$ cat config.mk
export PLATFORM = sky130hd
export DESIGN_NAME = flash_ctrl
export DESIGN_NICKNAME = d
export VERILOG_FILES = /design/src/rtl/flash_ctrl.sv
export SDC_FILE = /design/constraint.sdc
export NUM_CORES = 1
export LEC_CHECK = 0
export ABC_AREA = 1
export BUFFER_PORTS_ARGS = -buffer_cell sky130_fd_sc_hd__buf_2
export CORE_MARGIN = 1.5
export CORE_UTILIZATION = 47
export CTS_CLUSTER_SIZE = 25
export DETAILED_ROUTE_END_ITERATION = 16
export GPL_TIMING_DRIVEN = 1
export PLACE_DENSITY = 0.83
export SYNTH_ARGS = -nofsm -noshare
export SYNTH_HDL_FRONTEND = slang
export SYNTH_SLANG_ARGS = --single-unit
export TNS_END_PERCENT = 5
$ cat constraint.sdc
create_clock -name clk -period 1.9 [get_ports clk]
set_input_delay 0.19 -clock clk [delete_from_list [all_inputs] [get_ports clk]]
set_output_delay 0.19 -clock clk [all_outputs]
set_load 0.05 [all_outputs]
$ cat src/rtl/flash_ctrl.sv
// flash_ctrl: sequences CPU read/program/erase requests onto the flash macro command interface.
// Defining FLASH_CTRL_VERIFY_EN adds a read-back verify after every program.
module flash_ctrl #(
    parameter int WAIT_CYC = 3,
    parameter int ADDR_W   = 12
) (
    input  logic              clk,
    input  logic              nRST,
    input  logic              cpu_req,
    input  logic [1:0]        cpu_op,
    input  logic [ADDR_W-1:0] cpu_addr,
    input  logic [31:0]       cpu_wdata,
    output logic [31:0]       cpu_rdata,
    output logic              cpu_ack,
    output logic              cpu_err,
    output logic              cpu_busy,
    output logic              fl_rd_en,
    output logic              fl_wr_en,
    output logic              fl_erase_en,
    output logic [ADDR_W-1:0] fl_addr,
    output logic [31:0]       fl_idata,
    input  logic [31:0]       fl_odata,
    input  logic              fl_busy,
    input  logic              fl_error
);

    localparam logic [1:0] OP_NONE  = 2'b00;
    localparam logic [1:0] OP_READ  = 2'b01;
    localparam logic [1:0] OP_PROG  = 2'b10;
    localparam logic [1:0] OP_ERASE = 2'b11;
    localparam logic [3:0] WAIT_INIT = 4'(WAIT_CYC);

    typedef enum logic [2:0] {
        RST_HOLD,
        IDLE,
        ISSUE,
        WAIT,
`ifdef FLASH_CTRL_VERIFY_EN
        VF_ISSUE,
        VF_WAIT,
`endif
        DONE
    } state_t;

    state_t     state, state_next;
    logic [3:0] cnt, cnt_next;
    logic [1:0] op_q;
    logic       err_acc, err_next;
    logic       take;
    logic       rd_capture;
    logic       vf_pulse;

    always_comb begin
        state_next = state;
        cnt_next   = cnt;
        err_next   = err_acc;
        take       = 1'b0;
        rd_capture = 1'b0;
        case (state)
            // Flash may still be finishing an operation from before reset.
            RST_HOLD: begin
                if (cnt == 4'd0) state_next = IDLE;
                else             cnt_next   = cnt - 4'd1;
            end
            IDLE: begin
                if (cpu_req && !fl_busy) begin
                    take = 1'b1;
                    if (cpu_addr[1:0] != 2'b00 || cpu_op == OP_NONE) begin
                        err_next   = 1'b1;
                        state_next = DONE;
                    end else begin
                        err_next   = 1'b0;
                        state_next = ISSUE;
                    end
                end
            end
            ISSUE: begin
                state_next = WAIT;
                cnt_next   = WAIT_INIT;
            end
            WAIT: begin
                cnt_next = cnt - 4'd1;
                if (fl_error) err_next = 1'b1;
                if (cnt == 4'd1) begin
                    rd_capture = (op_q == OP_READ);
`ifdef FLASH_CTRL_VERIFY_EN
                    state_next = (op_q == OP_PROG) ? VF_ISSUE : DONE;
`else
                    state_next = DONE;
`endif
                end
            end
`ifdef FLASH_CTRL_VERIFY_EN
            VF_ISSUE: begin
                state_next = VF_WAIT;
                cnt_next   = WAIT_INIT;
            end
            VF_WAIT: begin
                cnt_next = cnt - 4'd1;
                if (fl_error) err_next = 1'b1;
                if (cnt == 4'd1) begin
                    if (fl_odata != fl_idata) err_next = 1'b1;
                    state_next = DONE;
                end
            end
`endif
            DONE:    state_next = IDLE;
            default: state_next = IDLE;
        endcase
    end

`ifdef FLASH_CTRL_VERIFY_EN
    assign vf_pulse = (state_next == VF_ISSUE);
`else
    assign vf_pulse = 1'b0;
`endif

    // Strobes are registered from the next state so they line up with ISSUE; ack trails DONE by one edge.
    always_ff @(posedge clk or negedge nRST) begin
        if (!nRST) begin
            state       <= RST_HOLD;
            cnt         <= WAIT_INIT;
            op_q        <= OP_NONE;
            err_acc     <= 1'b0;
            cpu_rdata   <= '0;
            cpu_ack     <= 1'b0;
            cpu_err     <= 1'b0;
            cpu_busy    <= 1'b0;
            fl_rd_en    <= 1'b0;
            fl_wr_en    <= 1'b0;
            fl_erase_en <= 1'b0;
            fl_addr     <= '0;
            fl_idata    <= '0;
        end else begin
            state    <= state_next;
            cnt      <= cnt_next;
            err_acc  <= err_next;
            cpu_busy <= (state_next != IDLE);
            cpu_ack  <= (state == DONE);
            cpu_err  <= (state == DONE) && err_acc;
            if (take) begin
                op_q     <= cpu_op;
                fl_addr  <= cpu_addr;
                fl_idata <= cpu_wdata;
            end
            if (rd_capture) cpu_rdata <= fl_odata;
            fl_rd_en    <= ((state_next == ISSUE) && (cpu_op == OP_READ)) || vf_pulse;
            fl_wr_en    <= (state_next == ISSUE) && (cpu_op == OP_PROG);
            fl_erase_en <= (state_next == ISSUE) && (cpu_op == OP_ERASE);
        end
    end

endmodule

==> flow_metrics.env, run 1 <==
export IMPL_fin_util_pct=62.7
export IMPL_wl_met2_microns=4040
export IMPL_dieWidth_microns=91.3
export IMPL_ys_warn_count=0
export IMPL_grt_pass1_wl_microns=13900
export IMPL_synth_cells=416
export IMPL_dr_pass1_iters=4
export IMPL_cts_tree="done"
export IMPL_fin_crit_sh_pct=81.5
export IMPL_rsz0062_at_grt="false"
export IMPL_synth_compound_area_share_pct=1.64
export IMPL_clock_fmax_ghz=0.646
export IMPL_yosys_area_top_type_share_pct=61.5
export IMPL_syn_num_nets=502
export IMPL_stdcell_area_sq_um=4800
export IMPL_grt_max_degree=50
export IMPL_met3_length_microns=633
export IMPL_fin_nets=666
export IMPL_muxShareOfSynthArea_pct=0
export IMPL_ir_drop_uv=1000
export IMPL_clk_latency_ns=0.34
export IMPL_netlist_area_sq_um=3660
export IMPL_globalRouteOverflowTotal=0
export IMPL_reg2reg_slack_ns=0.35
export IMPL_leakagePower_uw=0.00266
export IMPL_vias=3255
export IMPL_place_hpwl_microns=6170
export IMPL_io_buffers=164
export IMPL_cp_end_kind="flip-flop"
export IMPL_synth_top_family_by_area="simple AND/OR/NAND/NOR gates"
export IMPL_arrival_ns=1.83
export IMPL_layout_drive_gt1_share_pct=33.5
export IMPL_io_pins=165
export IMPL_power_density_nw_per_um2=1760
export IMPL_status="finished, final reports clean"
export IMPL_wirelength_microns=8250
export IMPL_clock_path_buffers=2
export IMPL_fin_crit_ns=1.55
export IMPL_slew_headroom_pct=49.6
export IMPL_h_tree_depth=3
export IMPL_area_delta_synth_final_pct=31.0
export IMPL_drv_slew=0
export IMPL_setup_viol=0
export IMPL_dp_slack_ns=0.314
export IMPL_cts_root_buffer="clkbuf_8"
export IMPL_ys_seq_area_share_pct=62.9
export IMPL_ys_seq_elements=92
export IMPL_synth_simple_gate_area_share_pct=29.6
export IMPL_antenna_found_initial=0
export IMPL_cts_buffers=9
export IMPL_synth_fa_ha_area_share_pct=1.02
export IMPL_cts_sinks=92
export IMPL_coreArea_sq_um=7650
export IMPL_grt_pass1_vias=3154
export IMPL_maxCapViolations=0
export IMPL_design_die_area_sq_um=8330
export IMPL_fin_setup_tns_ns=0
export IMPL_diodes=0
export IMPL_cp_data_required_time_ns=2.19
export IMPL_dpl_cell_area_sq_um=4590
export IMPL_cp_max_fo=32
export IMPL_syn_avg_cell_area_sq_um=8.80
export IMPL_initial_core_util_pct=47.9
export IMPL_via_per_inst=4.74
export IMPL_rows=32
export IMPL_clk_pin_slew_worst_paths_ns=0.09
export IMPL_post_cts_buffers=0
export IMPL_grt_usage_pct=20.9
export IMPL_critPathKind="flip-flop to flip-flop"
export IMPL_place_gp_congestion=0.721
export IMPL_synth_area_top_cells="dfrtp_1, nand2_1, nand3_1"
export IMPL_hold_path_class="input port to flip-flop"
export IMPL_post_route_drc_count=0
export IMPL_routed_top_layer="met4"
export IMPL_cts_resized_gates=0
export IMPL_met1_length_microns=3460
export IMPL_tightest_slew_ns=0.756
export IMPL_final_antenna_net_count=0
export IMPL_fin_ws_ns=0.351
export IMPL_initialDrtViolationCount=99
export IMPL_synth_xor_area_share_pct=0.239
export IMPL_ys_types=19
export IMPL_die_h_microns=91.3
export IMPL_yosysTopAreaCell="dfrtp_1"
export IMPL_post_drt_wl_per_cell_microns=12.0
export IMPL_critPathLaunchType="flip-flop"
export IMPL_hold_viol_final=0
export IMPL_skew_ns=0.00830
==> routing by layer <==
layer  vias up  global-route usage (%)
met1      1499                    24.8
met5         -                       0
met2       137                    37.0
li1       1609                       -
met3        10                    4.77
met4         0                    7.16
==> power by group <==
group	total [uW]	switching, uW	internal (uW)
clock	1290	674	615
sequential	3040	386	2660
combinational	4120	3210	909
total	8450	4270	4180
==> layout make-up <==
class / instances / area [sq um]
multi-input cells: 287 / 1200
inverters: 18 / 67.6
clock buffers: 9 / 124
repair buffers: 172 / 898
clock inverters: 7 / 76.3
well taps: 102 / 128
fillers: 660 / 2850
flip-flops and latches: 92 / 2300
==> sequential cells by signal, indices dropped and copies added (netlist names) <==
| register | count |
|---|---|
| cnt | 4 |
| cpu_err | 1 |
| state | 3 |
| fl_idata | 32 |
| cpu_ack | 1 |
| cpu_busy | 1 |
| err_acc | 1 |
| op_q | 2 |
| cpu_rdata | 32 |
| fl_rd_en | 1 |
| fl_erase_en | 1 |
| fl_addr | 12 |
| fl_wr_en | 1 |
==> metrics by stage <==
step           instances  hold slack, ns  total power [uW]
6_report             687          0.0373              8450
5_1_grt              687          0.0248              8980
4_1_cts              687          0.0191              8550
3_5_place_dp         670           0.161              7230
3_3_place_gp         670           0.152              7110
2_1_floorplan        416          -0.106              6170
==> critical path, cell delays in order, from the launching register on <==
cell,delay [ns]
dfstp_2,0.55
inv_1,0.07
ha_1,0.18
nand2_1,0.11
nor2_2,0.05
nand2_1,0.05
buf_4,0.29
nand2_1,0.10
nand2_1,0.08
==> worst paths after layout <==
| kind | cells past startpoint | end | start |
|---|---|---|---|
| setup / recovery | 8 | cpu_rdata[6]$_DFFE_PN0P_ | cnt[1]$_DFFE_PN1P_ |
| hold / removal | 2 | fl_rd_en$_DFF_PN0_ | cpu_op[1] |
| setup reg to reg | 8 | cpu_rdata[6]$_DFFE_PN0P_ | cnt[1]$_DFFE_PN1P_ |
| hold reg to reg | 2 | fl_idata[28]$_DFFE_PN0P_ | fl_idata[28]$_DFFE_PN0P_ |
| max in group asynchronous | 3 | cpu_rdata[24]$_DFFE_PN0P_ | nRST |
| min in group asynchronous | 2 | cpu_rdata[16]$_DFFE_PN0P_ | nRST |
==> cell usage after synthesis (all sizes together) <==
library cell / count
o21ai: 10
and3: 1
ha: 3
nand4: 1
xor2: 1
inv: 18
buf: 13
nand2: 215
nor2: 13
nand3: 35
dfrtp: 90
dfstp: 2
nor3: 5
clkbuf: 6
nor3b: 1
a21oi: 2
==> layout by cell type (no fill, tap or decap), types with 3 or more instances in the layout <==
cell | Yosys | final
nor2_2 | 3 | 3
o21ai_0 | 10 | 10
dfrtp_1 | 90 | 90
clkbuf_8 | 0 | 9
buf_2 | 8 | 163
inv_1 | 15 | 15
nor2_1 | 10 | 9
nand3_1 | 35 | 35
nor3_1 | 5 | 5
inv_2 | 3 | 3
nand2_1 | 215 | 215
buf_4 | 5 | 7
ha_1 | 3 | 3
==> cell families after synthesis <==
kind of cell / count (synthesis)
simple gates: 271
flops: 92
buf+inv: 37
compound gates: 12
fa+ha+maj: 3
xor+xnor: 1
==> timing repair <==
action / in CTS / in global routing
hold buffers: 1 / 0
endpoints found under the hold margin: 28 / 0
setup endpoints to repair: 0 / 0
(Power assumes the default switching activity.)
==> run 2: changes to the inputs <==
- clock period: 1.9 -> 1.5 ns (I/O delays scaled with it)
==> flow_metrics.env, run 2 (synthesized netlist as in run 1, its figures left out) <==
export IMPL_dr_pass1_iters=4
export IMPL_grt_usage_pct=24.0
export IMPL_top_regs="cpu_rdata: 32 flops, fl_idata: 32 flops, fl_addr: 12 flops"
export IMPL_critPathLaunchType="flip-flop"
export IMPL_place_hpwl_microns=6240
export IMPL_stdcell_area_sq_um=5330
export IMPL_pwr_share_clk_pct=16.4
export IMPL_clock_path_buffers=2
export IMPL_hold_path_depth=3
export IMPL_p_sw_uw=5550
export IMPL_r2r_cells=8
export IMPL_cts_sinks=92
export IMPL_maxCapViolations=0
export IMPL_grt_pass1_wl_microns=15800
export IMPL_setup_viol=0
export IMPL_dpl_cell_area_sq_um=4650
export IMPL_cp_end_kind="flip-flop"
export IMPL_area_delta_synth_final_pct=45.6
export IMPL_nFillCells=588
export IMPL_cp_data_required_time_ns=1.79
export IMPL_cts_tree="done"
export IMPL_grt_max_degree=50
export IMPL_skew_ns=0.0121
export IMPL_leakagePower_uw=0.00288
export IMPL_tightest_slew_ns=0.487
export IMPL_coreArea_sq_um=7650
export IMPL_hold_viol_final=0
export IMPL_antenna_found_initial=0
export IMPL_power_share_switching_pct=49.5
export IMPL_cts_buffers=9
export IMPL_initialDrtViolationCount=107
export IMPL_fin_crit_sh_pct=97.4
export IMPL_place_gp_congestion=0.769
export IMPL_critPathKind="flip-flop to flip-flop"
export IMPL_cp_max_fo=16
export IMPL_seqPwrFrac_pct=34.6
export IMPL_via_per_inst=4.79
export IMPL_ir_drop_uv=1560
export IMPL_io_pins=165
export IMPL_rows=32
export IMPL_initial_core_util_pct=47.9
export IMPL_layout_drive_gt1_share_pct=32.2
export IMPL_critPathSlowestCell="dfstp_2"
export IMPL_clk_latency_ns=0.35
export IMPL_grt_pass1_vias=3418
export IMPL_vias=3499
export IMPL_dieWidth_microns=91.3
export IMPL_clock_fmax_ghz=0.684
export IMPL_crit_chain="inv_1 > ha_1 > nand2_2 > nor2_4 > nand2_2 > clkbuf_16 > nand2_1 > nand2_1"
export IMPL_fin_nets=709
export IMPL_post_route_drc_count=0
export IMPL_dp_slack_ns=0.0133
export IMPL_wirelength_microns=9740
export IMPL_globalRouteOverflowTotal=0
export IMPL_cts_root_buffer="clkbuf_8"
export IMPL_fin_crit_ns=1.46
export IMPL_final_cell_mix="nand2_1, buf_2, dfrtp_1"
export IMPL_design_die_area_sq_um=8330
export IMPL_h_tree_depth=3
export IMPL_slowest_delay_ns=0.55
export IMPL_power_internal_uw=5650
export IMPL_io_buffers=164
export IMPL_p_total_uw=11200
export IMPL_clk_pin_slew_worst_paths_ns=0.08
export IMPL_status="finished, final reports clean"
export IMPL_power_density_nw_per_um2=2100
export IMPL_final_antenna_net_count=0
export IMPL_drv_slew=0
export IMPL_comb_power_share_pct=49.1
export IMPL_final_common_cell="nand2_1"
export IMPL_fin_ws_ns=0.0383
export IMPL_rsz0062_at_grt="true"
export IMPL_hold_path_class="input port to flip-flop"
export IMPL_die_h_microns=91.3
export IMPL_diodes=0
export IMPL_slew_headroom_pct=67.3
export IMPL_post_drt_wl_per_cell_microns=13.3
export IMPL_arrival_ns=1.75
run 2: path summary, 6_finish.rpt:
check	start	endpoint	slack, ns
setup / recovery	cnt[1]$_DFFE_PN1P_	cpu_rdata[19]$_DFFE_PN0P_	0.04
min in group asynchronous	nRST	cpu_rdata[15]$_DFFE_PN0P_	0.16
setup reg to reg	cnt[1]$_DFFE_PN1P_	cpu_rdata[19]$_DFFE_PN0P_	0.04
max in group asynchronous	nRST	cnt[0]$_DFFE_PN1P_	0.83
hold reg to reg	cpu_rdata[29]$_DFFE_PN0P_	cpu_rdata[29]$_DFFE_PN0P_	0.47
hold / removal	cpu_addr[5]	fl_addr[5]$_DFFE_PN0P_	0.02
run 2: final cells by class:
type	count	area (sq um)	share of cell area [%]
sequential	92	2300	43.2
timing repair buffer	215	1390	26.1
multi-input combinational	287	1210	22.8
clock buffer	11	141	2.65
tap	102	128	2.39
clock inverter	5	85.1	1.60
inverter	18	67.6	1.27
run 2: power groups by stage:
stage / registers (uW) / logic (uW) / clock network (uW)
2_1_floorplan: 6470 / 1340 / 0
3_3_place_gp: 3840 / 5220 / 0
3_5_place_dp: 3870 / 5360 / 0
4_1_cts: 3850 / 5430 / 1880
5_1_grt: 3980 / 5900 / 1970
6_report: 3870 / 5500 / 1830
run 2: what timing repair did:
action | CTS | global route
hold buffers | 40 | 0
setup buffers | 0 | 0
pin swaps | 0 | 0
cloned | 0 | 1
endpoints found under the hold margin | 129 | 0
endpoints found under the setup margin | 1 | 59
gates resized for setup | 1 | 8
run 2: stage by stage:
step	instances	utilization [%]	TNS, ns	hold WS [ns]
floorplan	416	-	0	-0.146
CTS	729	69.0	0	0.00133
finish	730	69.7	0	0.0165
detailed placement	673	60.7	0	-0.0205
global route	730	69.7	-1.31	0.00832
global placement	673	60.7	0	-0.0246
run 2: per-layer routing:
layer	share of wire [%]	GRT usage [%]	vias to the layer above
met5	0	0	-
met4	1.6	8.85	0
met3	7.6	5.70	14
met2	51	41.9	159
met1	40	28.8	1630
li1	-	-	1696
run 2: critical path, delay by kind of cell (launching register included):
kind | cells | cell delay (ns)
flops | 1 | 0.55
simple gates | 5 | 0.40
buf+inv | 2 | 0.26
fa+ha+maj | 1 | 0.19
==> run 3: changes to the inputs <==
- CORE_UTILIZATION: 47 -> 50
- CTS_CLUSTER_SIZE: 25 -> not set
- PLACE_DENSITY: 0.83 -> 0.87
- clock period: 1.5 -> 1.8 ns (I/O delays scaled with it)
==> flow_metrics.env, run 3 (synthesized netlist as in run 1, its figures left out) <==
export IMPL_grt_usage_pct=20.9
export IMPL_grt_max_degree=50
export IMPL_skew_ns=0.0120
export IMPL_design_die_area_sq_um=7850
export IMPL_path_delay_family="buffers and inverters"
export IMPL_antenna_found_initial=0
export IMPL_wirelength_microns=8300
export IMPL_cts_sinks=92
export IMPL_fin_crit_sh_pct=86.5
export IMPL_arrival_ns=1.75
export IMPL_initialDrtViolationCount=140
export IMPL_leakagePower_uw=0.00268
export IMPL_drv_slew=0
export IMPL_crit_chain="inv_2 > nor2_2 > nand2_1 > nor2_4 > inv_2 > o21ai_0"
export IMPL_clock_path_buffers=2
export IMPL_clock_fmax_ghz=0.642
export IMPL_fin_setup_tns_ns=0
export IMPL_die_h_microns=88.6
export IMPL_place_gp_congestion=0.815
export IMPL_ir_drop_uv=1260
export IMPL_maxCapViolations=0
export IMPL_power_density_nw_per_um2=1880
export IMPL_post_drt_wl_per_cell_microns=12.1
export IMPL_globalRouteOverflowTotal=0
export IMPL_hold_ws_ns=0.0267
export IMPL_cp_common_cell="inv_2"
export IMPL_vias=3259
export IMPL_hold_viol_final=0
export IMPL_top_regs="cpu_rdata: 32 flops, fl_idata: 32 flops, fl_addr: 12 flops"
export IMPL_layout_drive_gt1_share_pct=33.5
export IMPL_rsz0062_at_grt="false"
export IMPL_rows=31
export IMPL_cp_max_fo=49
export IMPL_cp_data_required_time_ns=1.99
export IMPL_area_delta_synth_final_pct=32.1
export IMPL_tightest_slew_ns=0.756
export IMPL_stdcell_count=684
export IMPL_place_hpwl_microns=6110
export IMPL_initial_core_util_pct=51.0
export IMPL_coreArea_sq_um=7180
export IMPL_grt_pass1_vias=2964
export IMPL_slowest_delay_ns=0.55
export IMPL_clk_latency_ns=0.34
export IMPL_dieWidth_microns=88.6
export IMPL_cp_num_buf_inv=2
export IMPL_p_total_uw=9120
export IMPL_fin_nets=666
export IMPL_post_route_drc_count=0
export IMPL_diodes=0
export IMPL_grt_pass1_wl_microns=12500
export IMPL_final_antenna_net_count=0
export IMPL_slew_headroom_pct=49.5
export IMPL_io_buffers=164
export IMPL_io_pins=165
export IMPL_cts_resized_gates=0
export IMPL_final_common_cell="nand2_1"
export IMPL_critPathKind="flip-flop to flip-flop"
export IMPL_status="finished, final reports clean"
export IMPL_clk_pin_slew_worst_paths_ns=0.08
export IMPL_critPathSlowestCell="inv_2"
export IMPL_h_tree_depth=3
export IMPL_hold_path_class="input port to flip-flop"
export IMPL_critPathLaunchType="flip-flop"
export IMPL_cts_tree="done"
export IMPL_fin_crit_ns=1.56
export IMPL_final_cell_mix="nand2_1, buf_2, dfrtp_1"
export IMPL_cts_root_buffer="clkbuf_8"
export IMPL_cts_buffers=9
export IMPL_setup_viol=0
export IMPL_dr_pass1_iters=4
export IMPL_via_per_inst=4.76
export IMPL_post_place_cells=667
export IMPL_cp_end_kind="flip-flop"
-- run 3: cell types whose count changed in the layout (fill, tap and decap cells not counted), sizes merged --
| cell | previous run | this run |
|---|---|---|
| buf | 174 | 171 |
| clkinv | 2 | 1 |
| clkbuf | 12 | 11 |
| dlygate4sd3 | 40 | 1 |
| clkinvlp | 1 | 2 |
-- run 3: final timing paths --
kind | start | endpoint | slack [ns] | cells past startpoint
worst max-delay path | state[0]$_DFF_PN0_ | fl_addr[1]$_DFFE_PN0P_ | 0.24 | 6
worst min-delay path | cpu_op[1] | fl_rd_en$_DFF_PN0_ | 0.03 | 2
worst max register to register | state[0]$_DFF_PN0_ | fl_addr[1]$_DFFE_PN0P_ | 0.24 | 6
worst min register to register | fl_addr[8]$_DFFE_PN0P_ | fl_addr[8]$_DFFE_PN0P_ | 0.47 | 2
max in group asynchronous | nRST | cpu_rdata[11]$_DFFE_PN0P_ | 0.83 | 3
min in group asynchronous | nRST | cpu_rdata[18]$_DFFE_PN0P_ | 0.30 | 2
-- run 3: layout make-up --
class                   instances  area [sq um]
multi-input cells             287          1200
clock inverters                 5          83.8
fillers                       578          2340
flip-flops and latches         92          2300
clock buffers                  11           151
well taps                      99           124
repair buffers                172           911
inverters                      18          67.6
-- run 3: report_power, final --
group	total [uW]	switching [uW]	internal [uW]	leakage, uW
registers	3210	400	2810	0.00104
logic	4370	3410	959	0.00152
clock network	1540	681	860	0.000112
-- run 3: layer usage --
metal | GRT usage (%) | share of wire [%]
met3 | 6.16 | 8.2
met4 | 9.52 | 1.8
met1 | 22.5 | 42
met5 | 0 | 0
met2 | 38.0 | 48
-- run 3: timing repair --
| action | in CTS | in global routing |
|---|---|---|
| hold endpoints to repair | 28 | 0 |
| hold buffers | 1 | 0 |
| setup buffers | 0 | 0 |
| endpoints found under the setup margin | 0 | 0 |
-- run 3: per-stage QoR --
step | instance area, sq um | util (%) | worst slack (ns)
after global routing | 4840 | 67.4 | 0.115
after CTS | 4840 | 67.4 | 0.234
after global placement | 4590 | 64.0 | 0.314
final | 4840 | 67.4 | 0.243
after detailed placement | 4590 | 64.0 | 0.238
after floorplan | 3660 | - | 0.404
